## config.mk

```make
export PLATFORM = sky130hd
export DESIGN_NAME = packet_arbiter36_x4
export DESIGN_NICKNAME = d
export VERILOG_FILES = /design/src/rtl/packet_arbiter36_x4.sv
export SDC_FILE = /design/constraint.sdc
export NUM_CORES = 1
export LEC_CHECK = 0
export CAP_MARGIN = 20
export CORE_AREA = 2 2 91 93
export CTS_CLUSTER_DIAMETER = 40
export DETAILED_ROUTE_END_ITERATION = 6
export DIE_AREA = 0 0 93 95
export PLACE_DENSITY = 0.69
export REMOVE_ABC_BUFFERS = 1
export SETUP_SLACK_MARGIN = 0.05
export SKIP_CTS_REPAIR_TIMING = 1
export SYNTH_ARGS = -nofsm -noshare
export SYNTH_HDL_FRONTEND = slang
export SYNTH_SLANG_ARGS = --single-unit
```

## constraint.sdc

```tcl
create_clock -name clk -period 2.4 [get_ports clk]
set_input_delay 0.48 -clock clk [delete_from_list [all_inputs] [get_ports clk]]
set_output_delay 0.48 -clock clk [all_outputs]
set_load 0.005 [all_outputs]
```

## src/rtl/packet_arbiter36_x4.sv

```systemverilog
// packet_arbiter36_x4: packet-granular round-robin arbiter sharing one fifo36
// output stream among four fifo36 inputs, with an optional strict-priority port.
// Config word at BASE: [3:0] enable mask, [4] priority enable, [6:5] priority port.
module packet_arbiter36_x4 #(
  parameter logic [7:0] BASE         = 8'd0,
  parameter logic [3:0] DEFAULT_MASK = 4'hF
) (
  input  logic        clk,
  input  logic        rst,
  input  logic        clr,
  input  logic        set_stb,
  input  logic [7:0]  set_addr,
  input  logic [31:0] set_data,
  input  logic [35:0] in0_data,
  input  logic [35:0] in1_data,
  input  logic [35:0] in2_data,
  input  logic [35:0] in3_data,
  input  logic        in0_valid,
  input  logic        in1_valid,
  input  logic        in2_valid,
  input  logic        in3_valid,
  output logic        in0_ready,
  output logic        in1_ready,
  output logic        in2_ready,
  output logic        in3_ready,
  output logic [35:0] out_data,
  output logic        out_valid,
  input  logic        out_ready,
  output logic [1:0]  active_port,
  output logic        busy
);

  typedef enum logic {
    S_IDLE,
    S_PASS
  } state_t;

  state_t      state_q, state_d;
  logic [3:0]  mask_q, mask_d;
  logic        prio_en_q, prio_en_d;
  logic [1:0]  prio_port_q, prio_port_d;
  logic [1:0]  last_grant_q, last_grant_d;
  logic [1:0]  active_port_q, active_port_d;
  logic        busy_q, busy_d;

  logic [35:0] in_data [4];
  logic [3:0]  in_valid;
  logic [3:0]  in_ready;
  logic [3:0]  cand;
  logic        grant_vld;
  logic [1:0]  grant;
  logic        unused_set_data;

  assign in_data[0] = in0_data;
  assign in_data[1] = in1_data;
  assign in_data[2] = in2_data;
  assign in_data[3] = in3_data;
  assign in_valid   = {in3_valid, in2_valid, in1_valid, in0_valid};
  assign in0_ready  = in_ready[0];
  assign in1_ready  = in_ready[1];
  assign in2_ready  = in_ready[2];
  assign in3_ready  = in_ready[3];
  assign active_port = active_port_q;
  assign busy        = busy_q;
  assign unused_set_data = ^set_data[31:7];

  // Config register: load on a matching setting-bus write, otherwise hold.
  always_comb begin
    mask_d      = mask_q;
    prio_en_d   = prio_en_q;
    prio_port_d = prio_port_q;
    if (set_stb && (set_addr == BASE)) begin
      mask_d      = set_data[3:0];
      prio_en_d   = set_data[4];
      prio_port_d = set_data[6:5];
    end
  end

  // Config storage; only rst restores defaults, clr leaves config intact.
  always_ff @(posedge clk) begin
    if (rst) begin
      mask_q      <= DEFAULT_MASK;
      prio_en_q   <= 1'b0;
      prio_port_q <= 2'd0;
    end else begin
      mask_q      <= mask_d;
      prio_en_q   <= prio_en_d;
      prio_port_q <= prio_port_d;
    end
  end

  // Grant selection: priority port if enabled and eligible, else rotate from last grantee.
  always_comb begin
    logic [1:0] idx;
    cand      = in_valid & mask_q;
    grant_vld = 1'b0;
    grant     = last_grant_q;
    idx       = '0;
    if (prio_en_q && cand[prio_port_q]) begin
      grant_vld = 1'b1;
      grant     = prio_port_q;
    end else begin
      for (int unsigned i = 1; i <= 4; i++) begin
        idx = last_grant_q + 2'(i);
        if (!grant_vld && cand[idx]) begin
          grant_vld = 1'b1;
          grant     = idx;
        end
      end
    end
  end

  // Packet FSM: arbitrate in IDLE, pass the owner's stream through in PASS until EOF.
  always_comb begin
    state_d       = state_q;
    last_grant_d  = last_grant_q;
    active_port_d = active_port_q;
    busy_d        = busy_q;
    out_data      = in_data[active_port_q];
    out_valid     = 1'b0;
    in_ready      = '0;
    case (state_q)
      S_IDLE: begin
        if (grant_vld) begin
          state_d       = S_PASS;
          active_port_d = grant;
          last_grant_d  = grant;
          busy_d        = 1'b1;
        end
      end
      S_PASS: begin
        out_valid               = in_valid[active_port_q];
        in_ready[active_port_q] = out_ready;
        if (out_valid && out_ready && out_data[33]) begin
          state_d = S_IDLE;
          busy_d  = 1'b0;
        end
      end
      default: state_d = S_IDLE;
    endcase
  end

  // Arbitration state; clr aborts an in-flight packet just like rst.
  always_ff @(posedge clk) begin
    if (rst || clr) begin
      state_q       <= S_IDLE;
      last_grant_q  <= 2'd3;
      active_port_q <= 2'd0;
      busy_q        <= 1'b0;
    end else begin
      state_q       <= state_d;
      last_grant_q  <= last_grant_d;
      active_port_q <= active_port_d;
      busy_q        <= busy_d;
    end
  end

endmodule

```

======== Yosys cells after proc, flatten, opt, wreduce, memory -nomap -nowiden ========
Cells that the tools add are included.
cells by class
  add/subtract/negate cells ............... 3
  $mul .................................... 0
  divide/modulo/power cells ............... 0
  magnitude comparators ................... 8
  equality and inequality tests ........... 2
  shift operators ......................... 0
  muxes and demuxes ....................... 38
  bitwise gates (word level) .............. 4
  reductions and logical operators ........ 15
operators by type and width
  operator                                                                             count
  36-bit binary-select mux with 2-bit select                                           1
  36-bit two-way mux                                                                   2
  1-bit two-way mux                                                                    20
  2-bit by 3-bit less-than comparator with 1-bit output, second input constant         6
  1-bit binary-select mux with 2-bit select                                            6
  2-bit two-way mux                                                                    5
  4-bit AND                                                                            2
  1-bit logical AND                                                                    8
  8-bit logical NOT                                                                    1
  2-bit adder, second input constant                                                   2
  4-bit two-way mux                                                                    1
  1-bit one-hot mux with 2 select lines                                                2
  2-bit AND reduction                                                                  2
  3-bit greater-or-equal comparator, second input constant                             1
  1-bit logical NOT                                                                    3
  2-bit NOT with 3-bit output                                                          1
  2-bit by 1-bit adder with 2-bit output, second input constant                        1
  1-bit demux with 2-bit select                                                        1
  2-bit by 1-bit greater-or-equal comparator with 1-bit output, second input constant  1
  2-bit by 1-bit != test with 1-bit output, second input constant                      1
  2-bit != test, second input constant                                                 1
  1-bit logical OR                                                                     1
  1-bit NOT                                                                            1
word-level totals
  register bits after elaboration ......... 13
  bits in latches ......................... 0
  memory bits (writable) .................. 0
  memory bits (read-only) ................. 0
  input port bits ......................... 193
  output and inout bits ................... 44
  logic and storage cells ................. 77
  memories ................................ 0

======== Depth between registers and ports, before layout ========
Gate-level depths: netlist (run 1).
  word-level depth ........................ 19
  gate-level depth with buffers ........... 5

======== Worst setup path after synthesis (run 1) ========
No wires, ideal clock.
  path type ............................... flip-flop to output port
  start ................................... register active_port_q[0] (netlist: active_port[0])
  end ..................................... output out_data[0]
  arrival time ............................ 1.283 ns
  setup slack ............................. 0.637 ns
  cell stages (with the launch flop) ...... 4
  buffers on the path ..................... 2
  cell sequence ........................... dfxtp_1 -> buf_6 -> buf_2 -> mux4_2
between the ends
  word-level cells in the longest chain between the ends .. 4
RTL lines
  item                                                   line  text
  start: declaration                                     43    logic [1:0] active_port_q, active_port_d;
  start signal: assignment                               153   active_port_q <= active_port_d;
  2-bit NOT with 3-bit output (implied by the code)      119   out_data = in_data[active_port_q];
  36-bit binary-select mux with 2-bit select             119
  36-bit two-way mux (implied by the code) (2 in a row)  119
  end: declaration                                       26    output logic [35:0] out_data,
No other way between the ends. The select of a mux whose other input is x is not followed.

======== Final worst setup path (run 1) ========
  start ................................... register active_port_q[0] (netlist: active_port[0])
  end ..................................... output out_data[6]
The elaborated chain is that of the path after synthesis.

==> results by group, run 1 <==
Status
  – Outcome: finished, final reports clean

Setup path
  – CP Launch Type: flip-flop
  – Crit path largest cell delay: 0.50 ns
  – Critical path arrival: 1.84 ns
  – Reg2Reg Capture Point: active_port[0]
  – Crit. End Element: primary output
  – Worst path cell trace: buf_12 > mux4_2 > clkdlybuf4s50_1
  – Critical Path Fanout Max: 11
  – Slowest CP cell: mux4_2
  – Req. time, crit path: 1.92 ns
  – Flop-to-flop setup slack: 0.91 ns
  – Worst setup path class: flip-flop to primary output
  – FF-to-FF Start: prio_port_q[1]
  – R2R cell count: 3
  – Worst Setup SP: active_port[0]

Clock network
  – Longest Clk Path Bufs: 2
  – Worst skew pair latency: 0.25 ns
  – CTS H-Tree Depth: 1
  – Clock transition at the registers of the reported paths: 0.05 ns
  – TritonCTS Buffers: 3
  – CTS Sinks: 13
  – CTS root buf: clkbuf_8
  – CTS tree: yes

Die
  – Die Width: 93 um
  – Die H: 95 um
  – Site Rows: 33
  – Core Area: 7930 um2
  – Starting Density: 21.1%
  – Die area: 8840 um2
  – I/O pin count: 237

STA
  – Max-slew violation count: 0
  – Crit path time final: 2.32 ns
  – Fin crit share: 96.8%
  – Rel. slew slack: 74.5%
  – Least-Margin Pin Slew: 0.377 ns
  – Max Clk Rate: 430 MHz
  – Setup-failing EPs final: 0
  – Hold slack final: 0.498 ns
  – RSZ-0062 raised after global routing: yes
  – Setup Skew: 0.000840 ns
  – Hold Vio Cnt, Final: 0

Global route
  – Total track usage: 18.3%
  – Vias in the first global route: 2287
  – Total gr overflow: 0
  – Global-route wire length before repair: 12400 um
  – Largest net degree at the start of global routing: 25
  – Initial antenna violation count: 0

Detailed routing
  – Initial drt markers: 39
  – Vias: 2196
  – Vias per std cell: 4.76
  – Wire length on met1: 3070 um
  – Final Routed Wirelength: 8450 um
  – Routed wl met2: 4420 um
  – Pre-Repair DR Iteration Count: 4
  – Wire length per cell: 18.3 um
  – WL met3: 778 um
  – Post-route ant nets: 0
  – DRC viols: 0
  – Highest routing layer actually used: met4

Synthesis
  – Cell accounting for the most synthesized area: mux4_2
  – Post-synth EDFFs: 0
  – Syn. warnings: 0
  – Avg Cell Area, Syn: 12.1 um2
  – Async S/R FF share, synth: 0%
  – Sequential area share after synthesis: 15.6%
  – Prevailing post-synth register cell: dfxtp_1
  – Largest cells by area after synthesis: mux4_2 51%, dfxtp_1 16%, nor2_1 2.5%
  – Post-synth cell types: 35
  – Cell Area, Synth: 1670 um2
  – Number of synthesized register bits: 13
  – Cells after synthesis: 138
  – Share of the synthesized area in the top cell type: 51.3%

Finish
  – Diodes inserted: 0
  – FILL cells: 734
  – Most common cell after layout, fill and taps aside: clkdlybuf4s50_1
  – FF+latch area: 265 um2
  – Multi-input gate area: 1290 um2
  – Area Overhead vs Synth: 144%
  – Util after Layout: 51.5%
  – Final Instance Area: 4080 um2
  – Fin cells: 461
  – Layout cells sized above 1: 18.8%
  – Most frequent cells in the layout: 197 x clkdlybuf4s50_1, 38 x mux4_2, 14 x dlymetal6s2s_1
  – Final #Nets: 550

Hold path
  – HP Class: flip-flop to flip-flop
  – Min-Delay Endpoint: mask_q[2]
  – Hold depth: 1
  – Hold Startpoint: mask_q[2]

Placed design
  – Post-DP HPWL: 7180 um
  – Port bufs: 211
  – Cells after DPL: 453
  – GPL Wtd Cong: 0.817
  – Area after DPL: 3920 um2

Power
  – Total chip power: 1.09 mW
  – Power density cells: 268 nW/um2
  – Pleak: 1.59 nW
  – Peak VDD IR: 157 uV

Flow run
  – Max-Cap Viols: 0
==> routing by layer <==
layer	vias to the layer above	GRT usage [%]
li1	1018	-
met1	1049	20.8
met2	114	33.8
met3	15	5.03
met4	0	4.78
met5	-	0
==> sequential cells by signal (all words and copies together), names as in the netlist <==
name,count
mask_q,4
prio_port_q,2
state_q,1
prio_en_q,1
active_port,2
last_grant_q,2
busy,1
==> critical path: cells and delay by family, from the launching register on <==
kind	cells	cell delay, ns
DFF	1	0.43
muxes	1	0.50
buffers and inverters	2	0.65
==> area by class of cell <==
cell class | instances | area share, %
flip-flops and latches | 13 | 6.50
repair buffers | 228 | 56.9
inverters | 7 | 0.644
clock buffers | 4 | 1.10
multi-input cells | 104 | 31.7
well taps | 105 | 3.22
==> where the power goes <==
| group | leakage [nW] | internal [mW] | switching [mW] |
|---|---|---|---|
| Sequential | 0.107 | 0.223 | 0.0117 |
| Clock | 0.0228 | 0.118 | 0.0835 |
| Combinational | 1.46 | 0.487 | 0.171 |
==> stage by stage <==
| step | setup TNS [ns] | worst slack, ns |
|---|---|---|
| 6_report | 0 | 0.0762 |
| 5_1_grt | 0 | 0.0130 |
| 4_1_cts | -0.691 | -0.0913 |
| 3_5_place_dp | -0.121 | -0.0816 |
| 3_3_place_gp | -0.118 | -0.0672 |
| 2_1_floorplan | -19.13 | -0.500 |
==> how the worst max path moves through the flow <==
stage	end	slack, ns	cells after the start
floorplan	out_data[33]	-0.50	1
global placement	out_valid	-0.07	4
detailed placement	out_valid	-0.08	4
CTS	out_valid	-0.09	4
global route	out_data[6]	0.01	3
finish	out_data[6]	0.08	3
==> synth_stat cells, drive strengths merged (2+ instances only) <==
| master | number |
|---|---|
| mux4 | 38 |
| o211ai | 2 |
| nand3 | 3 |
| nand2 | 7 |
| inv | 7 |
| o211a | 2 |
| nor3 | 4 |
| mux2 | 2 |
| and2 | 3 |
| clkbuf | 3 |
| nor4 | 2 |
| mux2i | 4 |
| a211o | 4 |
| dfxtp | 13 |
| o21ai | 3 |
| buf | 11 |
| nor2 | 11 |
| nand4 | 3 |
| o31ai | 2 |
| a21oi | 3 |
==> kinds of logic after synthesis <==
kind of cell / share of synthesized area (%)
multiplexers: 55.0
AO/OA/AOI/OAI: 10.6
flip-flops: 15.6
AND/OR/NAND/NOR: 11.8
buffers and inverters: 6.97
(Power assumes the default switching activity.)
==> run 2: changes to the inputs <==
==> constraint.sdc (replaced) <==
create_clock -name clk -period 2.8 [get_ports clk]
set_input_delay 0.56 -clock clk [delete_from_list [all_inputs] [get_ports clk]]
set_output_delay 0.56 -clock clk [all_outputs]
set_load 0.005 [all_outputs]
==> run 2 against run 1 <==
Effect of this change: core utilization fell by 1.9 points; die area stayed put; sequential power down 14%; hold slack worse by 0.0084 ns; clock skew up 0.00076 ns; design area is 3.7% lower; via count fell by 2.3%; final cell count is 2.4% lower; power fell by 16%; combinational power down 16%; largest power group unchanged.
==> results by group, run 2 (synthesis results as in run 1) <==
Placed design
  – Post-DP HPWL: 7110 um
  – Cells after DPL: 446
  – Setup WS pre-CTS: 0.117 ns
  – Port bufs: 211
  – GPL Wtd Cong: 0.779

STA
  – Setup Skew: 0.00160 ns
  – Rel. slew slack: 66.2%
  – RSZ-0062 raised after global routing: no
  – Hold Vio Cnt, Final: 0
  – Setup-failing EPs final: 0
  – Crit path time final: 2.69 ns
  – PnR worst setup slack: 0.107 ns
  – Fin crit share: 96.2%
  – Max Clk Rate: 371 MHz
  – Max-slew violation count: 0
  – Least-Margin Pin Slew: 0.505 ns

Status
  – Outcome: finished, final reports clean

Die
  – Die H: 95 um
  – Site Rows: 33
  – I/O pin count: 237
  – Die area: 8840 um2
  – Starting Density: 21.1%
  – Die Width: 93 um
  – Core Area: 7930 um2

Detailed routing
  – Wire length per cell: 18.4 um
  – Vias: 2145
  – Vias per std cell: 4.77
  – DRC viols: 0
  – Initial drt markers: 43
  – Post-route ant nets: 0
  – Final Routed Wirelength: 8300 um
  – Pre-Repair DR Iteration Count: 4

Clock network
  – TritonCTS Buffers: 3
  – Clock transition at the registers of the reported paths: 0.06 ns
  – CTS Sinks: 13
  – Longest Clk Path Bufs: 2
  – CTS root buf: clkbuf_8
  – Worst skew pair latency: 0.24 ns
  – CTS H-Tree Depth: 1
  – CTS tree: yes

Power
  – Power density cells: 235 nW/um2
  – Peak VDD IR: 201 uV
  – Pleak: 1.38 nW
  – Total chip power: 0.924 mW

Flow run
  – Max-Cap Viols: 0

Finish
  – Layout cells sized above 1: 16.2%
  – Biggest register: mask_q
  – Fin cells: 450
  – Most common cell after layout, fill and taps aside: clkdlybuf4s50_1
  – Util after Layout: 49.6%
  – FF+latch area: 265 um2
  – Most frequent cells in the layout: 211 x clkdlybuf4s50_1, 38 x mux4_2, 11 x nor2_1, 11 x dfxtp_1, 7 x inv_1
  – Largest register FFs: 4
  – Area Overhead vs Synth: 135%
  – FILL cells: 756
  – Diodes inserted: 0
  – Multi-input gate area: 1290 um2
  – Final #Nets: 539

Setup path
  – Setup crit end: out_valid
  – Req. time, crit path: 2.24 ns
  – Crit. End Element: primary output
  – R2R cell count: 5
  – Critical Path Fanout Max: 3
  – Worst setup path class: input port to primary output
  – Critical path arrival: 2.13 ns
  – Slowest CP cell: mux4_2
  – FF-to-FF Start: active_port[0]
  – Critical Path Stages: 4
  – CP Launch Type: input port
  – Flop-to-flop setup slack: 1.22 ns
  – Crit path largest cell delay: 0.50 ns
  – Reg2Reg Capture Point: busy
  – Worst Path Buf+Inv: 2
  – Worst path cell trace: clkdlybuf4s50_1 > mux4_2 > and2_1 > clkdlybuf4s50_1
  – Worst Setup SP: in1_valid
  – CP top delay family: buffers and inverters
  – Most frequent CP cell: clkdlybuf4s50_1

Global route
  – Total gr overflow: 0
  – Largest net degree at the start of global routing: 24
  – Initial antenna violation count: 0
  – Global-route wire length before repair: 11900 um
  – Total track usage: 17.7%
  – Vias in the first global route: 2213

Hold path
  – HP Class: flip-flop to flip-flop
## run 2: layout make-up
class | instances | share of cell area [%]
Multi-Input combinational cell | 104 | 32.9
Sequential cell | 13 | 6.75
Clock buffer | 4 | 1.15
Inverter | 7 | 0.669
Timing Repair Buffer | 217 | 55.2
Tap cell | 105 | 3.34
## run 2: routing by layer
| layer | up-vias | part of all wire (%) | track usage [%] |
|---|---|---|---|
| li1 | 995 | - | - |
| met1 | 1032 | 38 | 20.2 |
| met2 | 106 | 51 | 32.5 |
| met3 | 12 | 9.1 | 4.63 |
| met4 | 0 | 2.2 | 5.15 |
| met5 | - | 0 | 0 |
## run 2: worst min path at each step
stage	from	endpoint	slack (ns)	cells after the start
2_1_floorplan	mask_q[0]	mask_q[0]	0.45	1
3_3_place_gp	busy	busy	0.46	2
3_5_place_dp	mask_q[0]	mask_q[0]	0.48	1
4_1_cts	busy	busy	0.50	2
5_1_grt	mask_q[0]	mask_q[0]	0.53	1
6_report	busy	busy	0.49	2
## run 2: where the power goes
part,total (mW),switching (mW),internal (mW)
combinational,0.550,0.142,0.408
sequential,0.201,0.0106,0.191
clock,0.172,0.0718,0.101
## run 2: through the flow
stage | hold slack [ns] | TNS, ns | instance area, um2
2_1_floorplan | 0.450 | -6.18 | 1580
3_3_place_gp | 0.465 | 0 | 3880
3_5_place_dp | 0.480 | 0 | 3880
4_1_cts | 0.498 | 0 | 3930
5_1_grt | 0.526 | 0 | 3930
6_report | 0.490 | 0 | 3930
## run 2: worst register-to-register path, delay by kind of cell (launching register included)
kind	cells	cell delay, ns
simple gates	2	0.22
mux	1	0.55
compound gates	1	0.08
flops	1	0.45
buf+inv	1	0.20
